`src/rtl/peak_phase_diff_if.sv`:
```
// Bus bundle for peak_phase_diff: polar bin stream in, per-frame peak result out.
// Optional feature macro: PEAK_PHASE_THRESH_EN (adds mag_thresh_in).
interface peak_phase_diff_if #(
  parameter int CHANNELS   = 4,
  parameter int DATA_WIDTH = 32,
  parameter int FFT_LEN    = 1024
);
  localparam int BIN_W = $clog2(FFT_LEN);

  logic [DATA_WIDTH-1:0] data_in [CHANNELS];
  logic                  valid_in;
`ifdef PEAK_PHASE_THRESH_EN
  logic [15:0]           mag_thresh_in;
`endif
  logic signed [15:0]    phase_diff_out [CHANNELS-1];
  logic [BIN_W-1:0]      peak_bin_out;
  logic [15:0]           peak_mag_out;
  logic                  valid_out;

`ifdef PEAK_PHASE_THRESH_EN
  modport master (output data_in, valid_in, mag_thresh_in,
                  input  phase_diff_out, peak_bin_out, peak_mag_out, valid_out);
  modport slave  (input  data_in, valid_in, mag_thresh_in,
                  output phase_diff_out, peak_bin_out, peak_mag_out, valid_out);
`else
  modport master (output data_in, valid_in,
                  input  phase_diff_out, peak_bin_out, peak_mag_out, valid_out);
  modport slave  (input  data_in, valid_in,
                  output phase_diff_out, peak_bin_out, peak_mag_out, valid_out);
`endif
endinterface

```
`src/rtl/peak_phase_diff.sv`:
```
// Per-frame channel-0 peak picker with wrapped inter-channel phase differences.
// Optional feature macro: PEAK_PHASE_THRESH_EN (suppress frames whose peak
// magnitude is below mag_thresh_in; outputs keep their previous values).
module peak_phase_diff #(
  parameter int CHANNELS   = 4,
  parameter int DATA_WIDTH = 32,
  parameter int FFT_LEN    = 1024,
  parameter int MIN_BIN    = 1,
  parameter int MAX_BIN    = 511
) (
  input logic             clk_in,
  input logic             rst_in,
  peak_phase_diff_if.slave io
);
  localparam int BIN_W = $clog2(FFT_LEN);
  localparam logic [BIN_W-1:0]   LAST_BIN = BIN_W'(FFT_LEN - 1);
  localparam logic signed [16:0] PI       = 17'sd25736;
  localparam logic signed [16:0] TWO_PI   = 17'sd51472;

  logic [BIN_W-1:0]   bin_cnt;

  logic               srch_seen;
  logic [BIN_W-1:0]   srch_bin;
  logic [15:0]        srch_mag;
  logic [15:0]        srch_ph [CHANNELS];

  logic               hold_vld;
  logic               hold_seen;
  logic [BIN_W-1:0]   hold_bin;
  logic [15:0]        hold_mag;
  logic [15:0]        hold_ph [CHANNELS];

  logic [15:0]        mag0;
  logic               in_win;
  logic               upd;
  logic               last;
  logic               nxt_seen;
  logic [BIN_W-1:0]   nxt_bin;
  logic [15:0]        nxt_mag;
  logic [15:0]        nxt_ph [CHANNELS];
  logic signed [16:0] diff [CHANNELS-1];
  logic               thresh_ok;

  // Search decision for the current sample and the search state it produces.
  always_comb begin
    mag0     = io.data_in[0][15:0];
    in_win   = io.valid_in && (int'(bin_cnt) >= MIN_BIN) && (int'(bin_cnt) <= MAX_BIN);
    upd      = in_win && (!srch_seen || (mag0 > srch_mag));
    last     = io.valid_in && (bin_cnt == LAST_BIN);
    nxt_seen = srch_seen | upd;
    nxt_bin  = upd ? bin_cnt : srch_bin;
    nxt_mag  = upd ? mag0 : srch_mag;
    for (int c = 0; c < CHANNELS; c++)
      nxt_ph[c] = upd ? io.data_in[c][31:16] : srch_ph[c];
  end

  // Wrapped phase difference of each channel against channel 0, from the hold stage.
  always_comb begin
    for (int k = 1; k < CHANNELS; k++) begin
      diff[k-1] = $signed({hold_ph[k][15], hold_ph[k]}) - $signed({hold_ph[0][15], hold_ph[0]});
      if (diff[k-1] > PI)
        diff[k-1] = diff[k-1] - TWO_PI;
      else if (diff[k-1] < -PI)
        diff[k-1] = diff[k-1] + TWO_PI;
    end
  end

  // Frame gating on peak magnitude (always open when the feature is absent).
  always_comb begin
`ifdef PEAK_PHASE_THRESH_EN
    thresh_ok = (hold_mag >= io.mag_thresh_in);
`else
    thresh_ok = 1'b1;
`endif
  end

  // Bin counter; advances only on accepted samples and wraps at the frame end.
  always_ff @(posedge clk_in or posedge rst_in) begin
    if (rst_in)
      bin_cnt <= '0;
    else if (io.valid_in)
      bin_cnt <= (bin_cnt == LAST_BIN) ? '0 : bin_cnt + 1'b1;
  end

  // Running search; at the last bin its final state moves to the hold stage and it clears.
  always_ff @(posedge clk_in or posedge rst_in) begin
    if (rst_in) begin
      srch_seen <= 1'b0;
      srch_bin  <= '0;
      srch_mag  <= '0;
      hold_vld  <= 1'b0;
      hold_seen <= 1'b0;
      hold_bin  <= '0;
      hold_mag  <= '0;
      for (int c = 0; c < CHANNELS; c++) begin
        srch_ph[c] <= '0;
        hold_ph[c] <= '0;
      end
    end else begin
      hold_vld <= last;
      if (last) begin
        hold_seen <= nxt_seen;
        hold_bin  <= nxt_bin;
        hold_mag  <= nxt_mag;
        srch_seen <= 1'b0;
        srch_bin  <= '0;
        srch_mag  <= '0;
        for (int c = 0; c < CHANNELS; c++) begin
          hold_ph[c] <= nxt_ph[c];
          srch_ph[c] <= '0;
        end
      end else if (upd) begin
        srch_seen <= 1'b1;
        srch_bin  <= bin_cnt;
        srch_mag  <= mag0;
        for (int c = 0; c < CHANNELS; c++)
          srch_ph[c] <= nxt_ph[c];
      end
    end
  end

  // Output registers: one-cycle valid pulse per reported frame, data held in between.
  always_ff @(posedge clk_in or posedge rst_in) begin
    if (rst_in) begin
      io.valid_out    <= 1'b0;
      io.peak_bin_out <= '0;
      io.peak_mag_out <= '0;
      for (int k = 0; k < CHANNELS - 1; k++)
        io.phase_diff_out[k] <= '0;
    end else begin
      io.valid_out <= 1'b0;
      if (hold_vld && thresh_ok) begin
        io.valid_out    <= 1'b1;
        io.peak_bin_out <= hold_seen ? hold_bin : BIN_W'(MIN_BIN);
        io.peak_mag_out <= hold_seen ? hold_mag : 16'd0;
        for (int k = 0; k < CHANNELS - 1; k++)
          io.phase_diff_out[k] <= diff[k][15:0];
      end
    end
  end
endmodule

```
`src/flat_wrapper.sv`:
```
// flat-port wrapper written by rule: the top's interface ports become plain ports
module peak_phase_diff_flat 
#(
  parameter int CHANNELS   = 4,
  parameter int DATA_WIDTH = 32,
  parameter int FFT_LEN    = 1024,
  parameter int MIN_BIN    = 1,
  parameter int MAX_BIN    = 511
)
  (clk_in, rst_in, io_data_in, io_valid_in, io_phase_diff_out, io_peak_bin_out, io_peak_mag_out, io_valid_out);
  peak_phase_diff_if #(.CHANNELS(CHANNELS), .DATA_WIDTH(DATA_WIDTH), .FFT_LEN(FFT_LEN)) io_i ();
  input logic clk_in;
  input logic rst_in;
  input wire logic [$bits(io_i.data_in)-1:0] io_data_in;
  input wire logic [$bits(io_i.valid_in)-1:0] io_valid_in;
  output wire logic [$bits(io_i.phase_diff_out)-1:0] io_phase_diff_out;
  output wire logic [$bits(io_i.peak_bin_out)-1:0] io_peak_bin_out;
  output wire logic [$bits(io_i.peak_mag_out)-1:0] io_peak_mag_out;
  output wire logic [$bits(io_i.valid_out)-1:0] io_valid_out;
  assign io_i.data_in = {>>{io_data_in}};
  assign io_i.valid_in = io_valid_in;
  assign io_phase_diff_out = {>>{io_i.phase_diff_out}};
  assign io_peak_bin_out = io_i.peak_bin_out;
  assign io_peak_mag_out = io_i.peak_mag_out;
  assign io_valid_out = io_i.valid_out;
  peak_phase_diff #(.CHANNELS(CHANNELS), .DATA_WIDTH(DATA_WIDTH), .FFT_LEN(FFT_LEN), .MIN_BIN(MIN_BIN), .MAX_BIN(MAX_BIN)) u_core (.clk_in(clk_in), .rst_in(rst_in), .io(io_i));
endmodule
```
`config.mk`:
```
export PLATFORM = sky130hd
export DESIGN_NAME = peak_phase_diff_flat
export DESIGN_NICKNAME = d
export VERILOG_FILES = /design/src/rtl/peak_phase_diff_if.sv /design/src/rtl/peak_phase_diff.sv /design/src/flat_wrapper.sv
export SDC_FILE = /design/constraint.sdc
export NUM_CORES = 1
export LEC_CHECK = 0
export BUFFER_PORTS_ARGS = -buffer_cell sky130_fd_sc_hd__buf_4
export CORE_MARGIN = 4
export CORE_UTILIZATION = 53
export DETAILED_ROUTE_END_ITERATION = 10
export HOLD_SLACK_MARGIN = 0.08
export PLACE_DENSITY_LB_ADDON = 0.12
export SLEW_MARGIN = 20
export SYNTH_ARGS = -nofsm -noshare
export SYNTH_HDL_FRONTEND = slang
export SYNTH_SLANG_ARGS = --single-unit
```
`constraint.sdc`:
```
create_clock -name clk_in -period 10.8 [get_ports clk_in]
set_input_delay 3.24 -clock clk_in [delete_from_list [all_inputs] [get_ports clk_in]]
set_output_delay 3.24 -clock clk_in [all_outputs]
set_load 0.03 [all_outputs]
```
==> flow_summary.yaml, run 1 <==
grt:
  grt-ovfl-total: 0
  first_global_vias: 11500
  grt_usage_pct: 23.9
  antenna_found_initial: 0
  grt_pass1_wl_mm: 62.6
  grt_max_degree: 159
drt:
  drc: 0
  drt_iter0_drc: 1028
  avgViaCountPerCell: 5.85
  wl_mm: 38.8
  postRouteAntennaNets: 0
  via_count: 12700
  dr.pass1.iters: 5
  wl_per_cell_um: 17.9
worst_setup_path:
  cpMostUsedCell: "o21a_1"
  r2r_cells: 12
  worstSetupStartpointType: "primary input"
  path_class: "primary input to flip-flop"
  timing.rr.end: "u_core.io.phase_diff_out[14]$_DFFE_PP0P_"
  r2r_start: "u_core.hold_ph[48]$_DFFE_PP0P_"
  max_stage_delay_ns: 0.71
  r2r_slack_ns: 6.50
  slowest_stage: "a41oi_4"
  crit_fanout: 158
  worstPathArrival_ns: 6.70
  endpoint_kind: "flip-flop"
  required_ns: 11.21
  cp_cell_sequence: "buf_4 -> ha_1 -> nor2b_1 -> o21a_1 -> o21a_1 -> o21a_1 -> o21a_1 -> o2111ai_1 -> nand3_1 -> a41oi_4 -> buf_12 -> mux2i_1 -> nor2_1"
cells_and_area:
  fin_nets: 1974
  layout_commonest_cell: "dfrtp_1"
  final_cell_area_um2: 17800
  syn_to_final_growth_pct: 14.5
  final_cell_mix: "dfrtp_1 (267), nand2_1 (192), buf_4 (162)"
  drive_gt1_share_pct: 14.9
  antenna_cells: 0
logic_synthesis:
  synth_area_per_cell_um2: 9.29
  syn_inst: 1670
  ys_types: 94
  synth-main-ff-cell: "dfrtp_1"
  seq_area_frac_synth_pct: 43.2
  syn_nets: 1877
  synthesis.area_um2: 15500
  async_flop_share_pct: 100
  synth_edf_count: 0
  ys_ff_latch: 268
  yosys_warnings: 0
clocking:
  htree_num_levels: 1
  cts_made_buffers: 29
  cts_tree: "done"
  clk-insertion-delay-late_ns: 0.56
  cts.sinks: 268
  hold_buffers: 0
  cts_setup_buffers: 0
  clock_path_buffers: 3
  cts_root_buf: "clkbuf_16"
  ctsResizeCount: 0
  clk_pin_slew_ns: 0.06
floorplanning:
  start_util_pct: 53.9
  ioPinCount: 206
  fp-row-count: 62
  core_area_um2: 28800
  die_area_um2: 32100
  chipHeight_um: 179
  dieWidth_um: 179
power_and_ir_drop:
  power.density_nw_per_um2: 159
  p_leak_nw: 9.23
  p_total_mw: 2.83
  peakVddDrop_mv: 0.127
min_path:
  hp-start: "u_core.srch_bin[7]$_DFF_PP0_"
  whs_endpoint: "u_core.hold_bin[7]$_DFFE_PP0P_"
  hold_class: "flip-flop to flip-flop"
  min_path_cells: 2
outcome:
  status: "finished, final reports clean"
timing:
  rsz0062_at_grt: "no"
  relSlewSlack_pct: 33.0
  post-route-min-period_ns: 6.29
  final.setup_skew_ns: 0.0122
  setup_violations: 0
  period_share_pct: 58.3
  setup_ws_ns: 4.51
  setup_tns_ns: 0
  worst_slew_pin_slew_ns: 1.01
  timing.hold.ws_ns: 0.469
  hold_viol: 0
  max_clock_freq_mhz: 159
  maxSlewViolCount: 0
place:
  gp_congestion: 0.931
  port_buffers: 157
  placement.cell_area_um2: 16800
  preCtsSetupSlack_ns: 4.04
  dp_hpwl_mm: 27.6
job:
  drv_cap: 0
-- cell families (layout without fill, tap and decap cells) --
kind of cell | count (synthesis) | after routing | share of synthesized area, %
AO/OA/AOI/OAI | 353 | 353 | 16.6
XOR/XNOR | 50 | 50 | 2.82
adder cells (fa/ha/maj) | 76 | 76 | 6.27
buffers and inverters | 181 | 295 | 4.78
flip-flops | 268 | 268 | 43.2
multiplexers | 113 | 113 | 7.43
AND/OR/NAND/NOR | 629 | 629 | 18.9
-- synthesized netlist by cell type, drive strengths merged, types with 8 or more instances --
cell type	instances	area [um^2]
clkbuf	55	206
buf	43	224
nand4	20	125
nor2b	9	56.3
mux2i	95	951
xnor2	30	263
a211oi	13	113
o2111ai	8	76.3
a31oi	13	81.3
xor2	20	175
dfrtp	268	6710
o21ai	65	329
o21bai	8	60.1
a21o	11	82.6
and2	12	77.6
nand2b	21	131
a22o	27	236
a2111oi	10	101
inv	82	308
nor3	32	160
or2	11	68.8
o31ai	8	60.1
mux2	18	203
ha	73	913
o21a	20	150
a21oi	66	345
and3	13	81.3
o22ai	12	75.1
nand3	125	636
nand2	193	732
nor2	154	578
nand3b	8	60.1
o211ai	14	105
or3	11	68.8
-- how the worst max path moves through the flow --
stage,start,endpoint,slack [ns],cells after the start
6_report,io_data_in[97],u_core.srch_bin[2]$_DFF_PP0_,4.51,13
3_3_place_gp,io_data_in[97],u_core.srch_ph[3]$_DFFE_PP0P_,4.03,13
2_1_floorplan,rst_in,u_core.bin_cnt[0]$_DFFE_PP0P_,0.18,1
3_5_place_dp,io_data_in[97],u_core.srch_ph[5]$_DFFE_PP0P_,4.04,13
5_1_grt,io_data_in[97],u_core.srch_ph[34]$_DFFE_PP0P_,4.27,13
4_1_cts,io_data_in[97],u_core.srch_ph[58]$_DFFE_PP0P_,4.56,13
-- power by group --
part / leakage, nW / internal, mW / total, mW / switching [mW]
clock: 0.454 / 0.563 / 0.961 / 0.398
sequential: 3.43 / 1.19 / 1.31 / 0.126
combinational: 5.35 / 0.252 / 0.555 / 0.303
-- registers in the layout, indices dropped and copies added, names as in the netlist, 10 cells and up --
name	count
u_core.hold_mag	16
u_core.io.peak_bin_out	10
u_core.srch_mag	16
u_core.bin_cnt	10
u_core.io.peak_mag_out	16
u_core.srch_bin	10
u_core.io.phase_diff_out	48
u_core.hold_bin	10
u_core.srch_ph	64
u_core.hold_ph	64
-- area by class of cell --
type / count / area, um^2
Clock buffer: 41 / 841
Clock inverter: 7 / 81.3
Fill cell: 2483 / 11000
Inverter: 83 / 324
Multi-Input combinational cell: 1221 / 8090
Sequential cell: 268 / 6710
Tap cell: 384 / 480
Timing Repair Buffer: 164 / 1250
-- stage by stage --
stage / instances / utilization [%]
after global placement: 2120 / 58.5
after floorplan: 1670 / -
after CTS: 2168 / 61.7
after global routing: 2168 / 61.8
final: 2168 / 61.8
after detailed placement: 2120 / 58.5
-- worst max-delay path: cells and delay by family --
family	cells	cell delay (ns)
compound gates	6	1.56
buf+inv	2	0.69
fa+ha+maj	1	0.30
mux	1	0.28
simple gates	3	0.34
-- per-layer routing --
metal  GRT usage (%)  vias up  share of wire [%]
met4            4.92        0                2.0
met1            40.8     6125                 53
met2            32.2      328                 40
met5               0        -                  0
li1                -     6178                  -
met3            2.66       45                5.1
(Power assumes the default switching activity.)
==> run 2: changes to the inputs <==
Settings changed: ABC_AREA set to 1, CORE_UTILIZATION 53 to 60.
Clock period 10.8 ns to 6.29 ns, I/O delays scaled along.
==> flow_summary.yaml, run 2 <==
drt:
  wl_per_cell_um: 14.7
  postRouteAntennaNets: 0
  dr.pass1.iters: 5
  avgViaCountPerCell: 5.31
  drc: 0
  wl_mm: 45.4
  via_count: 16400
  drt_iter0_drc: 1391
job:
  drv_cap: 0
timing:
  final.setup_skew_ns: 0.0227
  post-route-min-period_ns: 4.21
  setup_violations: 0
  setup_tns_ns: 0
  max_clock_freq_mhz: 238
  hold_viol: 0
  maxSlewViolCount: 0
  rsz0062_at_grt: "no"
  worst_slew_pin_slew_ns: 1.02
  relSlewSlack_pct: 31.8
  period_share_pct: 66.9
logic_synthesis:
  synth_edf_count: 0
  synth-main-ff-cell: "dfrtp_1"
  ys_ff_latch: 268
  synthTopCellsByArea: "dfrtp_1 (39%), nand2_1 (20%), inv_1 (6.6%)"
  synthesis.area_um2: 17300
  synthTopCellsByCount: "nand2_1 (922), inv_1 (306), dfrtp_1 (268)"
  syn_nets: 2771
  yosys_warnings: 0
  synth_area_leader_cell: "dfrtp_1"
  yosysMostFrequentCell: "nand2_1"
  seq_area_frac_synth_pct: 38.7
  synth_area_per_cell_um2: 6.76
  syn_inst: 2564
  async_flop_share_pct: 100
  ys_types: 40
  synth.top_cell.area_share_pct: 38.7
worst_setup_path:
  worstSetupStartpointType: "primary input"
  timing.rr.end: "u_core.io.phase_diff_out[24]$_DFFE_PP0P_"
  required_ns: 6.71
  path_class: "primary input to flip-flop"
  r2r_slack_ns: 2.65
  endpoint_kind: "flip-flop"
  worstPathArrival_ns: 4.63
  cp-endpoint: "u_core.hold_ph[45]$_DFFE_PP0P_"
  startpoint: "io_data_in[103]"
  crit_fanout: 103
  r2r_cells: 20
  r2r_start: "u_core.hold_ph[48]$_DFFE_PP0P_"
floorplanning:
  ioPinCount: 206
  die_area_um2: 31700
  dieWidth_um: 178
  fp-row-count: 61
  chipHeight_um: 178
  start_util_pct: 61.6
  core_area_um2: 28200
clocking:
  clock_path_buffers: 3
  clk_pin_slew_ns: 0.06
  ctsResizeCount: 0
  htree_num_levels: 1
  cts_tree: "done"
  cts_root_buf: "clkbuf_16"
  hold_buffers: 0
  cts.sinks: 268
  clk-insertion-delay-late_ns: 0.58
  cts_made_buffers: 30
  cts_setup_buffers: 0
power_and_ir_drop:
  peakVddDrop_mv: 0.320
  power.density_nw_per_um2: 321
  p_leak_nw: 11.2
  p_total_mw: 6.36
min_path:
  hold_class: "flip-flop to flip-flop"
cells_and_area:
  antenna_cells: 0
  layout_commonest_cell: "nand2_1"
  final_cell_mix: "nand2_1 (921), inv_1 (304), dfrtp_1 (267)"
  syn_to_final_growth_pct: 14.0
  drive_gt1_share_pct: 11.9
  fin_nets: 2890
  final_cell_area_um2: 19800
  top_regs: "u_core.hold_ph x64, u_core.srch_ph x64, u_core.io.phase_diff_out x48"
place:
  placement.cell_area_um2: 18700
  gp_congestion: 0.921
  dp_hpwl_mm: 33.2
  port_buffers: 157
grt:
  grt-ovfl-total: 0
  grt_usage_pct: 29.1
  antenna_found_initial: 0
  grt_max_degree: 107
  grt_pass1_wl_mm: 75.8
  first_global_vias: 15300
outcome:
  status: "finished, final reports clean"
==> run 2: cell count changes after synthesis, moves of 22 or more <==
cell / change
nand2_1: +730
nand2_2: +42
nor2_1: +81
nand4_1: +25
a22o_1: -27
mux2i_1: -95
xnor2_1: -28
nand3_1: +102
o21ai_0: +132
nor3_1: -22
inv_1: +226
==> run 2: power breakdown <==
group	switching, mW	leakage [nW]	internal [mW]
clock	0.734	0.503	1.08
sequential	0.127	3.32	2.06
combinational	1.60	7.40	0.761
total	2.46	11.2	3.90
==> run 2: through the flow <==
| step | hold WS [ns] | util (%) | worst slack, ns | cells |
|---|---|---|---|---|
| 4_1_cts | 0.483 | 70.2 | 2.09 | 3085 |
| 6_report | 0.480 | 70.2 | 2.08 | 3085 |
| 2_1_floorplan | 0.352 | - | 0.864 | 2564 |
| 5_1_grt | 0.497 | 70.2 | 1.78 | 3085 |
| 3_5_place_dp | 0.467 | 66.5 | 1.54 | 3029 |
| 3_3_place_gp | 0.465 | 66.5 | 1.63 | 3029 |
==> run 2: how the worst min path moves through the flow <==
stage,startpoint,slack (ns),endpoint,depth (start not counted)
2_1_floorplan,u_core.hold_vld$_DFF_PP0_,0.35,u_core.io.valid_out$_DFF_PP0_,0
3_3_place_gp,u_core.io.phase_diff_out[25]$_DFFE_PP0P_,0.46,u_core.io.phase_diff_out[25]$_DFFE_PP0P_,2
3_5_place_dp,u_core.io.peak_mag_out[10]$_DFFE_PP0P_,0.47,u_core.io.peak_mag_out[10]$_DFFE_PP0P_,2
4_1_cts,u_core.io.phase_diff_out[8]$_DFFE_PP0P_,0.48,u_core.io.phase_diff_out[8]$_DFFE_PP0P_,2
5_1_grt,u_core.io.phase_diff_out[18]$_DFFE_PP0P_,0.50,u_core.io.phase_diff_out[18]$_DFFE_PP0P_,2
6_report,u_core.io.phase_diff_out[8]$_DFFE_PP0P_,0.48,u_core.io.phase_diff_out[8]$_DFFE_PP0P_,2
==> run 2: kinds of logic after synthesis <==
family	Yosys count	synth area share, %
compound gates	257	7.62
flops	268	38.7
xor+xnor	26	1.31
fa+ha+maj	76	5.61
simple gates	1527	37.4
buf+inv	410	9.40
==> run 2: routing by layer <==
layer	part of all wire (%)	vias up	GRT usage [%]
met5	0	-	0
met4	3.3	0	9.15
met3	5.7	74	3.54
met2	44	473	45.1
met1	47	7537	43.0
li1	-	8296	-
==> run 2: worst max-delay path, cell delays in order <==
cell       delay, ns
buf_4           0.11
ha_1            0.31
a21oi_1         0.12
o21ai_0         0.11
o21bai_1        0.20
nand3_1         0.08
o2111ai_1       0.09
nand2_1         0.08
nand2_1         0.08
nand2_4         0.71
buf_4           0.46
nand2_1         0.09
o21ai_0         0.13
o21ai_0         0.13
==> run 2: cell type report <==
| class | count | area, um^2 |
|---|---|---|
| Clock inverter | 12 | 179 |
| Inverter | 329 | 1240 |
| Fill cell | 2436 | 8390 |
| Clock buffer | 44 | 863 |
| Multi-Input combinational cell | 1886 | 9020 |
| Timing Repair Buffer | 168 | 1290 |
| Tap cell | 378 | 473 |
| Sequential cell | 268 | 6710 |
